$ cat config.mk
export PLATFORM = sky130hd
export DESIGN_NAME = aes_round_ctrl
export DESIGN_NICKNAME = d
export VERILOG_FILES = /design/src/rtl/aes_pkg.sv /design/src/rtl/aes_state_buf.sv /design/src/rtl/aes_round_ctrl.sv
export SDC_FILE = /design/constraint.sdc
export NUM_CORES = 1
export LEC_CHECK = 0
export CELL_PAD_IN_SITES_DETAIL_PLACEMENT = 2
export CELL_PAD_IN_SITES_GLOBAL_PLACEMENT = 2
export CORE_UTILIZATION = 42
export DETAILED_ROUTE_END_ITERATION = 6
export PLACE_DENSITY = 0.91
export SYNTH_ARGS = -nofsm -noshare
export SYNTH_HDL_FRONTEND = slang
export SYNTH_HIERARCHICAL = 1
export SYNTH_SLANG_ARGS = --single-unit
$ cat constraint.sdc
create_clock -name clk -period 4.05 [get_ports clk]
set_clock_uncertainty 0.1 [all_clocks]
set_input_delay 0.405 -clock clk [delete_from_list [all_inputs] [get_ports clk]]
set_output_delay 0.405 -clock clk [all_outputs]
set_load 0.02 [all_outputs]
$ cat src/rtl/aes_pkg.sv
// Shared definitions for the byte-serial AddRoundKey round controller.
package aes_pkg;

    localparam int unsigned AES_BLOCK_BYTES   = 16;
    localparam int unsigned AES_NPASS_DEFAULT = 11;
    localparam int unsigned AES_ST_W          = 3;

    // Controller states, kept as plain constants for legacy tool flows
    typedef logic [AES_ST_W-1:0] aes_state_t;

    localparam aes_state_t ST_IDLE    = 3'd0;
    localparam aes_state_t ST_LOAD    = 3'd1;
    localparam aes_state_t ST_FEED    = 3'd2;
    localparam aes_state_t ST_CAPTURE = 3'd3;
    localparam aes_state_t ST_GAP     = 3'd4;
    localparam aes_state_t ST_OUT     = 3'd5;

    // Round-key byte address: pass*16 + byte index
    function automatic logic [15:0] aes_key_addr(input logic [3:0] pass_i,
                                                 input logic [3:0] idx_i);
        return {8'h00, pass_i, idx_i};
    endfunction

endpackage

$ cat src/rtl/aes_state_buf.sv
// 16x8 state buffer: one synchronous write port, one asynchronous read port.
module aes_state_buf
    import aes_pkg::*;
(
    input  logic       clk,
    input  logic       we,
    input  logic [3:0] waddr,
    input  logic [7:0] wdata,
    input  logic [3:0] raddr,
    output logic [7:0] rdata
);

    logic [7:0] mem_q [AES_BLOCK_BYTES];

    // Contents are deliberately left unreset
    always_ff @(posedge clk) begin
        if (we) begin
            mem_q[waddr] <= wdata;
        end
    end

    assign rdata = mem_q[raddr];

endmodule

$ cat src/rtl/aes_round_ctrl.sv
// Sequencer: load a 16-byte block, run NPASS key-add passes, stream result out.
module aes_round_ctrl
    import aes_pkg::*;
#(
    parameter int unsigned NPASS = AES_NPASS_DEFAULT,
    parameter int unsigned RK_AW = 8
) (
    input  logic             clk,
    input  logic             rst_n,
    input  logic             in_valid,
    output logic             in_ready,
    input  logic [7:0]       in_byte,
    output logic             out_valid,
    input  logic             out_ready,
    output logic [7:0]       out_byte,
    output logic [RK_AW-1:0] rk_addr,
    input  logic [7:0]       rk_rdata,
    output logic [7:0]       dp_col_din,
    output logic [7:0]       dp_key_din,
    output logic             dp_en_col,
    output logic             dp_en_key,
    input  logic [7:0]       dp_dout,
    input  logic             dp_enable_out,
    output logic             busy,
    output logic [3:0]       pass_idx
);

    localparam int unsigned CNT_W     = 5;
    localparam logic [3:0]  LAST_PASS = 4'(NPASS - 1);

    aes_state_t        state_q, state_d;
    logic [CNT_W-1:0]  cnt_q, cnt_d;
    logic [3:0]        pass_q, pass_d;

    logic              in_ready_q, in_ready_d;
    logic              out_valid_q, out_valid_d;
    logic [7:0]        out_byte_q, out_byte_d;
    logic              dp_en_q, dp_en_d;
    logic [7:0]        dp_col_q, dp_col_d;
    logic [RK_AW-1:0]  rk_addr_q, rk_addr_d;
    logic              busy_q, busy_d;
    logic [3:0]        pass_idx_q, pass_idx_d;

    logic              in_hs, out_hs;
    logic              buf_we;
    logic [3:0]        buf_waddr, buf_raddr;
    logic [7:0]        buf_wdata, buf_rdata;

    assign in_hs  = in_valid && in_ready_q;
    assign out_hs = out_valid_q && out_ready;

    aes_state_buf u_buf (
        .clk   (clk),
        .we    (buf_we),
        .waddr (buf_waddr),
        .wdata (buf_wdata),
        .raddr (buf_raddr),
        .rdata (buf_rdata)
    );

    // Next state, counters and buffer write port
    always_comb begin
        state_d   = state_q;
        cnt_d     = cnt_q;
        pass_d    = pass_q;
        buf_we    = 1'b0;
        buf_waddr = cnt_q[3:0];
        buf_wdata = in_byte;
        case (state_q)
            ST_IDLE: begin
                buf_waddr = 4'd0;
                if (in_hs) begin
                    buf_we  = 1'b1;
                    cnt_d   = 5'd1;
                    state_d = ST_LOAD;
                end
            end
            ST_LOAD: begin
                if (in_hs) begin
                    buf_we = 1'b1;
                    if (cnt_q == 5'd15) begin
                        cnt_d   = '0;
                        pass_d  = '0;
                        state_d = ST_FEED;
                    end else begin
                        cnt_d = cnt_q + 5'd1;
                    end
                end
            end
            ST_FEED: begin
                if (cnt_q == 5'd16) begin
                    cnt_d   = '0;
                    state_d = ST_CAPTURE;
                end else begin
                    cnt_d = cnt_q + 5'd1;
                end
            end
            ST_CAPTURE: begin
                buf_wdata = dp_dout;
                if (dp_enable_out) begin
                    buf_we = 1'b1;
                    if (cnt_q == 5'd15) begin
                        // The datapath repeats byte 15 next cycle; GAP ignores it
                        cnt_d   = '0;
                        state_d = ST_GAP;
                    end else begin
                        cnt_d = cnt_q + 5'd1;
                    end
                end
            end
            ST_GAP: begin
                if (!dp_enable_out) begin
                    if (pass_q == LAST_PASS) begin
                        pass_d  = '0;
                        state_d = ST_OUT;
                    end else begin
                        pass_d  = pass_q + 4'd1;
                        state_d = ST_FEED;
                    end
                end
            end
            ST_OUT: begin
                if (out_hs) begin
                    if (cnt_q == 5'd15) begin
                        cnt_d   = '0;
                        state_d = ST_IDLE;
                    end else begin
                        cnt_d = cnt_q + 5'd1;
                    end
                end
            end
            default: begin
                state_d = ST_IDLE;
                cnt_d   = '0;
                pass_d  = '0;
            end
        endcase
    end

    // Output values for the coming cycle, derived from next state/counters
    always_comb begin
        buf_raddr = cnt_d[3:0];
        if (state_d == ST_FEED) begin
            buf_raddr = 4'(cnt_d - 5'd1);
        end
        in_ready_d  = (state_d == ST_IDLE) || (state_d == ST_LOAD);
        out_valid_d = (state_d == ST_OUT);
        out_byte_d  = out_valid_d ? buf_rdata : 8'h00;
        dp_en_d     = (state_d == ST_FEED) && (cnt_d != 5'd0);
        dp_col_d    = dp_en_d ? buf_rdata : 8'h00;
        rk_addr_d   = '0;
        if ((state_d == ST_FEED) && (cnt_d < 5'd16)) begin
            rk_addr_d = RK_AW'(aes_key_addr(pass_d, cnt_d[3:0]));
        end
        busy_d     = (state_d != ST_IDLE);
        pass_idx_d = ((state_d == ST_FEED) || (state_d == ST_CAPTURE) ||
                      (state_d == ST_GAP)) ? pass_d : 4'd0;
    end

    // State and registered outputs
    always_ff @(posedge clk or negedge rst_n) begin
        if (!rst_n) begin
            state_q     <= ST_IDLE;
            cnt_q       <= '0;
            pass_q      <= '0;
            in_ready_q  <= 1'b0;
            out_valid_q <= 1'b0;
            out_byte_q  <= '0;
            dp_en_q     <= 1'b0;
            dp_col_q    <= '0;
            rk_addr_q   <= '0;
            busy_q      <= 1'b0;
            pass_idx_q  <= '0;
        end else begin
            state_q     <= state_d;
            cnt_q       <= cnt_d;
            pass_q      <= pass_d;
            in_ready_q  <= in_ready_d;
            out_valid_q <= out_valid_d;
            out_byte_q  <= out_byte_d;
            dp_en_q     <= dp_en_d;
            dp_col_q    <= dp_col_d;
            rk_addr_q   <= rk_addr_d;
            busy_q      <= busy_d;
            pass_idx_q  <= pass_idx_d;
        end
    end

    assign in_ready   = in_ready_q;
    assign out_valid  = out_valid_q;
    assign out_byte   = out_byte_q;
    assign rk_addr    = rk_addr_q;
    assign dp_en_col  = dp_en_q;
    assign dp_en_key  = dp_en_q;
    assign dp_col_din = dp_col_q;
    // Key RAM data arrives one cycle after the address, exactly when the strobe is up
    assign dp_key_din = dp_en_q ? rk_rdata : 8'h00;
    assign busy       = busy_q;
    assign pass_idx   = pass_idx_q;

endmodule

==> results of run 1 <==
[registers in the layout, indices dropped and copies added (netlist names)]
signal / flops
busy: 1
cnt_q: 5
dp_col_din: 8
dp_en_col: 1
in_ready: 1
out_byte: 8
out_valid: 1
pass_idx: 4
pass_q: 4
rk_addr: 8
state_q: 3
u_buf/mem_q: 128
[power groups by stage]
stage	Clock (mW)	Sequential, mW	Combinational, mW
after global placement	0	2.19	1.97
after floorplan	0	2.18	1.39
after detailed placement	0	2.22	2.14
after CTS	1.64	2.18	2.23
after global routing	1.69	2.19	2.72
final	1.63	2.19	2.56
[cells by family (layout without fill, tap and decap cells)]
family / count (synthesis) / in the layout / share of synthesized area [%]
flops: 172 / 172 / 68.0
simple gates: 128 / 128 / 8.95
compound gates: 55 / 55 / 5.65
buf+inv: 45 / 158 / 3.36
mux: 42 / 42 / 12.2
fa+ha+maj: 8 / 8 / 1.38
xor+xnor: 4 / 4 / 0.482
[through the flow]
| step | cell area, um^2 | utilization (%) |
|---|---|---|
| 2_1_floorplan | 7270 | - |
| 3_3_place_gp | 8330 | 49.7 |
| 3_5_place_dp | 8330 | 49.7 |
| 4_1_cts | 8940 | 53.3 |
| 5_1_grt | 9110 | 54.4 |
| 6_report | 9110 | 54.4 |
[critical path, cell delays in order (launching register included)]
cell	delay (ns)
dfrtp_1	0.42
ha_1	0.23
nand3_1	0.16
inv_1	0.10
ha_1	0.24
buf_4	0.18
nor2_1	0.07
a22o_1	0.22
nor3_1	0.29
buf_4	0.25
ha_1	0.29
mux2i_4	0.19
buf_12	0.15
clkbuf_16	0.16
mux4_1	0.33
a22oi_2	0.23
nand2_1	0.09
inv_1	0.11
nor2_1	0.09
[area by class of cell]
cell class	instances	area, um^2	area share [%]
timing repair buffer	100	1030	11.3
clock inverter	12	128	1.40
multi-input combinational	237	2170	23.8
clock buffer	20	468	5.13
sequential	172	4950	54.3
tap	220	275	3.02
inverter	26	97.6	1.07
[metal layers]
metal  up-vias  global-route usage [%]  wire length (um)
met3        40                    4.87               998
met2       170                    46.8             12400
met1      2404                    27.8              8380
met5         -                       0                 0
li1       1934                       -                 -
met4         0                    9.03               596
[timing repair]
action,4_1_cts,5_1_grt
cloned,0,3
gates resized for setup,6,11
hold buffers,0,0
pin swaps,0,2
setup endpoints to repair,12,16
buffers inserted,0,3
[how the worst max path moves through the flow]
stage,slack [ns],to,start,cells after the start
floorplan,0.46,dp_col_din[1],cnt_q[0],19
global placement,0.18,dp_col_din[1],cnt_q[0],14
detailed placement,-0.14,out_byte[1],cnt_q[0],14
CTS,0.007,out_byte[1],cnt_q[0],15
global route,-0.16,dp_col_din[7],cnt_q[1],18
finish,0.0009,out_byte[1],cnt_q[1],18
[cell usage in the layout, fill, tap and decap left out, types with 9 or more instances in the layout]
cell type,Yosys,layout
buf_4,3,23
clkdlybuf4s50_1,0,68
mux4_1,14,12
nor2_1,52,52
inv_1,24,24
dfrtp_1,44,43
a21oi_1,12,11
clkbuf_16,0,21
edfxtp_1,128,128
mux4_2,18,20
a22oi_1,16,9
and2_1,10,9
nand2_1,17,17
==> run summary, run 1 <==
DR iter-0 viols - 285
Final Critical Period - 4.05 ns
Setup violations, final - 0
Arr. time, crit path - 4.25 ns
Hold WS - 0.0684 ns
detailed placer's ending HPWL - 15.1 mm
Most used DFF post-synth - edfxtp_1
worst-skew pair later-pin latency - 0.43 ns
Critical R2R Capture - out_byte[1]
R2R Setup Slk - 0.0009 ns
Leak - 3.38 nW
CP required - 4.25 ns
Post-route DRC - 0
sequential-to-total area share from yosys stat - 68.0%
Post-Synthesis Cells - 454
Synth area leader - edfxtp_1
most frequent cell after synthesis - edfxtp_1
max-slew violations - 0
CORE AREA - 16800 um^2
Ant. Diodes - 0
top post-synthesis cells by count - edfxtp_1 (128), nor2_1 (52), dfrtp_1 (44)
Tot GR Track Use - 24.9%
crit-path max FO - 8
Max Clock Freq - 247 MHz
first-pass detailed-route iteration total - 6
crit path kind - reg -> reg
setup slack after layout - 0.000928 ns
clock sink count - 172
vias per inst - 5.78
r2r startpoint - cnt_q[1]
syn avg cell area - 16.0 um^2
Placed Instances - 749
final net count - 591
Synth-to-Final Area Change - 25.4%
Clk pin slew, worst setup/hold paths - 0.07 ns
initial antenna violation count - 0
post-synth cell types - 52
post-synth top area share - 52.9%
Die Height - 134 um
Pwr Density - 700 nW/um^2
boundary pin count - 70
TritonCTS clock tree - done
CTS Buf Count - 17
IO Port Bufs - 69
first-pass GRT wire length - 31.3 mm
Overall Power - 6.38 mW
worst min path class - in -> async
Sw Share - 34.9%
Sequential Power Share - 34.3%
share of cells above drive strength 1 - 20.5%
vias in the first global route - 4995
Starting Density - 43.4%
largest net degree at the start of global routing - 45
Comb pwr share - 40.1%
gr ovfl total - 0
buffer depth of the longest clock path - 2
routability cong. - 0.788
critical path startpoint category - flip-flop
Core Rows - 47
FF+latch count, synth - 172
period utilisation layout - 100%
Worst-Margin Slew - 1.08 ns
clock network power share - 25.6%
setup_tns - 0 ns
Detailed Route WL - 22.3 mm
Layout fillers - 1491
CP endpoint kind - flip-flop
normalized max-slew margin - 28.0%
Final Hold Fails - 0
worst slack, placed - -0.145 ns
DR vias - 4548
status - complete, no violations
Yosys warnings - 6
Pint - 4.15 mW
ys async rst share - 25.6%
Root Buffer - clkbuf_16
Die W - 134 um
number of synthesized flops with an enable pin - 128
synthesized area - 7270 um^2
Max Cap Viol - 0
die footprint - 17800 um^2
mean routed wirelength per cell - 28.4 um
fin cells - 787
R2R cell count - 18
H-Tree Depth - 4
syn nets - 491
top cells by area, synth - edfxtp_1 (53%), dfrtp_1 (15%), mux4_2 (5.6%), mux4_1 (5.1%), nor2_1 (2.7%)
Routed Antenna Nets - 0
VDD IR max - 0.000359 V
NetSw - 2.23 mW
Note: power is estimated with default switching activity, not from simulation.
==> run 2, diff against run 1 <==
- PLACE_DENSITY: 0.91 -> default
- PLACE_DENSITY_LB_ADDON: default -> 0.1
==> run 2 against run 1 <==
  * Total power up 2.6%
  * Final cell count up 1.9%
  * Critical path depth decreased by 3
  * Flip-flop and latch count is the same
  * Core utilization increased by 0.84 points
  * Die area unchanged
  * Combinational power about the same
  * Via count down 3.4%
  * Cell area up 1.5%
  * Clock power increased by 9.8%
  * Critical endpoint is now dp_col_din[6]
  * Largest power group unchanged
==> run summary, run 2 (synthesized netlist as in run 1, its figures left out) <==
status - complete, no violations (unchanged)
die footprint - 17800 um^2 (unchanged)
CP required - 4.24 ns (was 4.25 ns)
Post-Layout Inst Area - 9250 um^2 (was 9110 um^2)
Die W - 134 um (unchanged)
hold buffers post-CTS - 0 (unchanged)
Worst Path Buf+Inv - 5 (was 6)
VDD IR max - 0.000395 V (was 0.000359 V)
crit path kind - reg -> reg (unchanged)
crit-path max FO - 13 (was 8)
Max Cap Viol - 0 (unchanged)
commonest cells after routing, fill and taps aside - edfxtp_1 (128), clkdlybuf4s50_1 (68), nor2_1 (51), dfrtp_1 (44), buf_4 (37) (was edfxtp_1 (128), clkdlybuf4s50_1 (68), nor2_1 (52), dfrtp_1 (43), inv_1 (24))
setup slack after layout - 0.122 ns (was 0.000928 ns)
Worst-Margin Slew - 1.03 ns (was 1.08 ns)
routability cong. - 0.807 (was 0.788)
period utilisation layout - 97.0% (was 100%)
vias in the first global route - 4901 (was 4995)
Top reg by flops - u_buf/mem_q (unchanged)
worst path cell trace - inv_1 > ha_1 > and4bb_2 > or4b_2 > a21oi_2 > nor3_1 > buf_4 > xnor2_4 > buf_12 > buf_12 > mux4_2 > a22oi_1 > nand2_1 > inv_1 > nor2_1 (was ha_1 > nand3_1 > inv_1 > ha_1 > buf_4 > nor2_1 > a22o_1 > nor3_1 > buf_4 > ha_1 > mux2i_4 > buf_12 > clkbuf_16 > mux4_1 > a22oi_2 > nand2_1 > inv_1 > nor2_1)
final net count - 606 (was 591)
Post-route DRC - 0 (unchanged)
largest net degree at the start of global routing - 45 (unchanged)
gr ovfl total - 0 (unchanged)
setup_tns - 0 ns (unchanged)
CP delay by family, top - simple AND/OR/NAND/NOR gates (was buffers and inverters)
CP max-delay cell - or4b_2 (was dfrtp_1)
Tot GR Track Use - 24.0% (was 24.9%)
vias per inst - 5.48 (was 5.78)
area of the multi-input gates - 2150 um^2 (was 2170 um^2)
number of flip-flops in the largest register - 128 (unchanged)
buffer depth of the longest clock path - 2 (unchanged)
worst-skew pair later-pin latency - 0.44 ns (was 0.43 ns)
R2R Setup Slk - 0.12 ns (was 0.0009 ns)
Root Buffer - clkbuf_16 (unchanged)
post-layout util - 55.2% (was 54.4%)
worst min path class - in -> async (unchanged)
Setup violations, final - 0 (unchanged)
max-slew violations - 0 (unchanged)
Ant. Diodes - 0 (unchanged)
detailed placer's ending HPWL - 13.8 mm (was 15.1 mm)
DR vias - 4393 (was 4548)
most common cell after layout, fill and taps aside - edfxtp_1 (unchanged)
Largest stage delay, worst path - 0.64 ns (was 0.42 ns)
Synth-to-Final Area Change - 27.3% (was 25.4%)
normalized max-slew margin - 31.5% (was 28.0%)
CTS Buf Count - 17 (unchanged)
Starting Density - 43.4% (unchanged)
boundary pin count - 70 (unchanged)
CP endpoint kind - flip-flop (unchanged)
Core Rows - 47 (unchanged)
TritonCTS clock tree - done (unchanged)
DR iter-0 viols - 309 (was 285)
Max Clock Freq - 255 MHz (was 247 MHz)
IO Port Bufs - 69 (unchanged)
first-pass GRT wire length - 30.4 mm (was 31.3 mm)
Final Critical Period - 3.93 ns (was 4.05 ns)
dpl cell area - 8440 um^2 (was 8330 um^2)
Layout fillers - 1465 (was 1491)
Detailed Route WL - 20.0 mm (was 22.3 mm)
Clk pin slew, worst setup/hold paths - 0.08 ns (was 0.07 ns)
worst slack, placed - 0.00721 ns (was -0.145 ns)
mean routed wirelength per cell - 24.9 um (was 28.4 um)
register area - 4940 um^2 (was 4950 um^2)
Leak - 3.45 nW (was 3.38 nW)
Arr. time, crit path - 4.12 ns (was 4.25 ns)
share of cells above drive strength 1 - 22.3% (was 20.5%)
Routed Antenna Nets - 0 (unchanged)
first-pass detailed-route iteration total - 4 (was 6)
Hold WS - 0.0274 ns (was 0.0684 ns)
critical path startpoint category - flip-flop (unchanged)
Die Height - 134 um (unchanged)
CORE AREA - 16800 um^2 (unchanged)
clock sink count - 172 (unchanged)
H-Tree Depth - 4 (unchanged)
initial antenna violation count - 0 (unchanged)
Final Hold Fails - 0 (unchanged)
Pwr Density - 707 nW/um^2 (was 700 nW/um^2)
run 2: changes by cell type in the layout (fill, tap and decap cells not counted), sizes merged:
| cell | delta |
|---|---|
| buf | +17 |
| bufinv | +2 |
| clkbuf | -5 |
| inv | +1 |
run 2: layer usage:
layer  GRT usage, %  part of all wire [%]
met5              0                     0
met4           9.03                   2.5
met3           4.41                   3.0
met2           42.5                    54
met1           29.1                    41
run 2: path summary, 6_finish.rpt:
kind                       startpoint       endpoint  cells past startpoint
hold reg to reg             pass_q[3]      pass_q[3]                      2
min in group clk            pass_q[3]      pass_q[3]                      2
setup / recovery             cnt_q[1]  dp_col_din[6]                     15
hold / removal                  rst_n       cnt_q[3]                      1
setup reg to reg             cnt_q[1]  dp_col_din[6]                     15
max in group asynchronous       rst_n    out_byte[1]                      1
run 2: power by group:
part           leakage (nW)  internal [mW]  switching [mW]
clock network         0.316           1.01           0.778
registers              1.75           2.08          0.0811
logic                  1.38           1.22            1.37
total                  3.45           4.32            2.23
run 2: area by class of cell:
type / instances / area share, %
sequential: 172 / 53.4
tap: 220 / 2.97
timing repair buffer: 115 / 12.2
clock buffer: 17 / 4.60
inverter: 26 / 1.05
clock inverter: 15 / 2.47
multi-input combinational: 237 / 23.2
run 2: what timing repair did:
action | CTS | global route
cloned | 0 | 1
pin swaps | 0 | 2
setup endpoints to repair | 6 | 16
gates resized for setup | 3 | 16
buffers inserted | 0 | 9
run 2: metrics by stage:
stage,instances,power (mW)
after global placement,760,4.40
after CTS,792,6.33
after global routing,802,6.81
final,802,6.54
after floorplan,454,3.57
after detailed placement,760,4.48
==> RTL change (config.mk and constraints of run 1) <==
One comparison of `cnt_q` changes from == to >=.
--- a/src/rtl/aes_round_ctrl.sv
+++ b/src/rtl/aes_round_ctrl.sv
@@ -88,7 +88,7 @@
                 end
             end
             ST_FEED: begin
-                if (cnt_q == 5'd16) begin
+                if (cnt_q >= 5'd16) begin
                     cnt_d   = '0;
                     state_d = ST_CAPTURE;
                 end else begin
Behaviour: no difference found for any inputs over 10 cycles, from zero or initial values and one cycle with rst_n low; that may be too few to reach the edited logic, so the function may still have changed.
==> RTL change against run 1 <==
  * Critical path depth down 5
  * Worst setup slack better by 0.12 ns
  * Non-clock buffer count down 8
  * Sequential share of layout area up 0.61 points
  * Cell area down 1.0%
  * Final cell count up 0.38%
  * Sequential cell count unchanged
  * Routed wire length up 4.9%
  * Total power down 12%
  * Synthesized area up 0.98%
  * Critical endpoint is now out_byte[0]$_DFF_PN0_
  * Largest cell class unchanged
  * Largest power group is now registers
==> RTL change: results (changes against run 1) <==
metric;value;unit;change
via count;4699;;+3.3%
largest net degree at the start of global routing;45;;unchanged
initial drt markers;381;;+34%
Worst Max-Slew Pin Slew;1.050;ns;-0.02593 ns
peak supply drop;0.3607;mV;+0.53%
status;completed;;
worst r2r src;state_q[2]$_DFF_PN0_;;
nets;592;;+0.17%
mux cell area share after synthesis;11.76;%;-0.39 points
layout cells sized above 1;19.47;%;-0.98 points
Synth Instances;468;;+3.1%
XOR/XNOR Fraction of Synth Area;0.4773;%;-0.0047 points
Seq/Total Area, Yosys;67.37;%;-0.66 points
GPL Wtd Cong;0.9158;;+16%
slowest stage delay, CP;0.60;ns;+0.18 ns
adder-cell share of the synthesized area;1.023;%;-0.35 points
Fill cells;1530;;+2.6%
pre-CTS WS;-0.01040;ns;+0.1343 ns
HPWL Detailed;14.69;mm;-2.5%
Largest delay share family, worst path;simple AND/OR/NAND/NOR gates;;
worst reg2reg endpoint;out_byte[0]$_DFF_PN0_;;
final WL;23.45;mm;+4.9%
slowest CP cell;mux4_1;;
Clock Path Buffers;2;;unchanged
setup slack, reg-to-reg;0.12;ns;+0.12 ns
path depth of the worst reg2reg path;13;;-5
DRT Pass-1 Iters;5;;-1
leakage power;3.303;nW;-2.1%
Routed wire per std cell;29.68;µm;+4.5%
Crit Path Max Fanout;18;;+10
EDFF count, synth;128;;unchanged
Compound-Gate Fraction of Synth Area;5.950;%;+0.30 points
Post-synth top cells;edfxtp_1 (128), dfrtp_1 (44), nor2_1 (39);;
YS warnings;6;;unchanged
Skew-Pair Late Insertion Delay;0.44;ns;
Area after DPL;8343;µm²;+0.18%
Synth area leaders;edfxtp_1 (52%), dfrtp_1 (15%), mux4_2 (5.5%);;
Crit path arrival time;4.15;ns;-0.10 ns
Final Hold Slack;0.03658;ns;-0.03184 ns
first-pass GRT wire length;34.70;mm;+11%
Max Slew Vio Count;0;;unchanged
multi-input logic area;2196;µm²;+1.4%
placed cell count;757;;+1.1%
library cells used by synthesis;59;;+13%
number of global-route vias before repair;5180;;+3.7%
max reg flops;128;;unchanged
syn nets;503;;+2.4%
Tot GR Track Use;27.66;%;+2.7 points
RTL change: changes by cell type after synthesis, sizes merged, moves of 3 or more:
cell | run 1 | this run
nor2 | 52 | 47
a22oi | 16 | 19
buf | 14 | 18
nor3 | 8 | 16
o21ai | 7 | 10
nand2b | 8 | 4
nand2 | 17 | 23
nand3b | 7 | 4
o311ai | 3 | 0
RTL change: power breakdown:
group	total, mW	leakage, nW	internal [mW]	switching (mW)
Clock	1.73	0.294	0.937	0.792
Combinational	1.71	1.27	0.668	1.04
Sequential	2.15	1.74	2.06	0.0862
RTL change: worst max-delay path by stage:
stage,startpoint,endpoint,slack [ns],cells after the start
3_5_place_dp,in_valid,out_byte[4]$_DFF_PN0_,-0.01,13
3_3_place_gp,in_valid,dp_col_din[5]$_DFF_PN0_,0.14,13
2_1_floorplan,cnt_q[0]$_DFF_PN0_,out_byte[7]$_DFF_PN0_,0.59,14
5_1_grt,state_q[2]$_DFF_PN0_,out_byte[0]$_DFF_PN0_,0.02,13
4_1_cts,cnt_q[0]$_DFF_PN0_,out_byte[0]$_DFF_PN0_,0.007,13
6_report,state_q[2]$_DFF_PN0_,out_byte[0]$_DFF_PN0_,0.12,13
RTL change: logic make-up (layout without fill, tap and decap cells):
logic type | Yosys count | count (layout)
flops | 172 | 172
simple gates | 135 | 135
compound gates | 64 | 64
buf+inv | 47 | 149
mux | 40 | 40
fa+ha+maj | 6 | 6
xor+xnor | 4 | 4
RTL change: layout make-up:
type	count	area share, %
Clock buffer	17	4.717
Tap cell	220	3.052
Timing Repair Buffer	92	9.933
Inverter	25	1.041
Sequential cell	172	54.88
Clock inverter	15	2.026
Multi-Input combinational cell	249	24.35
RTL change: worst reg2reg max path: stages (launching register included):
cell     delay (ns)
dfrtp_1        0.58
buf_4          0.27
or2_2          0.21
o22a_1         0.21
a21oi_1        0.12
or3_4          0.45
xnor2_2        0.21
buf_12         0.22
buf_12         0.20
mux4_1         0.60
a22oi_1        0.31
nand2_1        0.13
inv_1          0.12
nor3_1         0.08
RTL change: layer usage:
| layer | part of all wire [%] | vias up | global-route usage (%) |
|---|---|---|---|
| li1 | - | 1972 | - |
| met5 | 0 | - | 0 |
| met1 | 38 | 2467 | 32.52 |
| met2 | 53 | 201 | 48.45 |
| met4 | 4.3 | 0 | 13.86 |
| met3 | 4.7 | 59 | 5.329 |
RTL change: what timing repair did:
| item | in CTS | in global routing |
|---|---|---|
| endpoints found under the hold margin | 0 | 0 |
| hold buffers | 0 | 0 |
| setup endpoints to repair | 14 | 14 |
| gates resized for setup | 5 | 9 |
| buffers inserted | 1 | 0 |
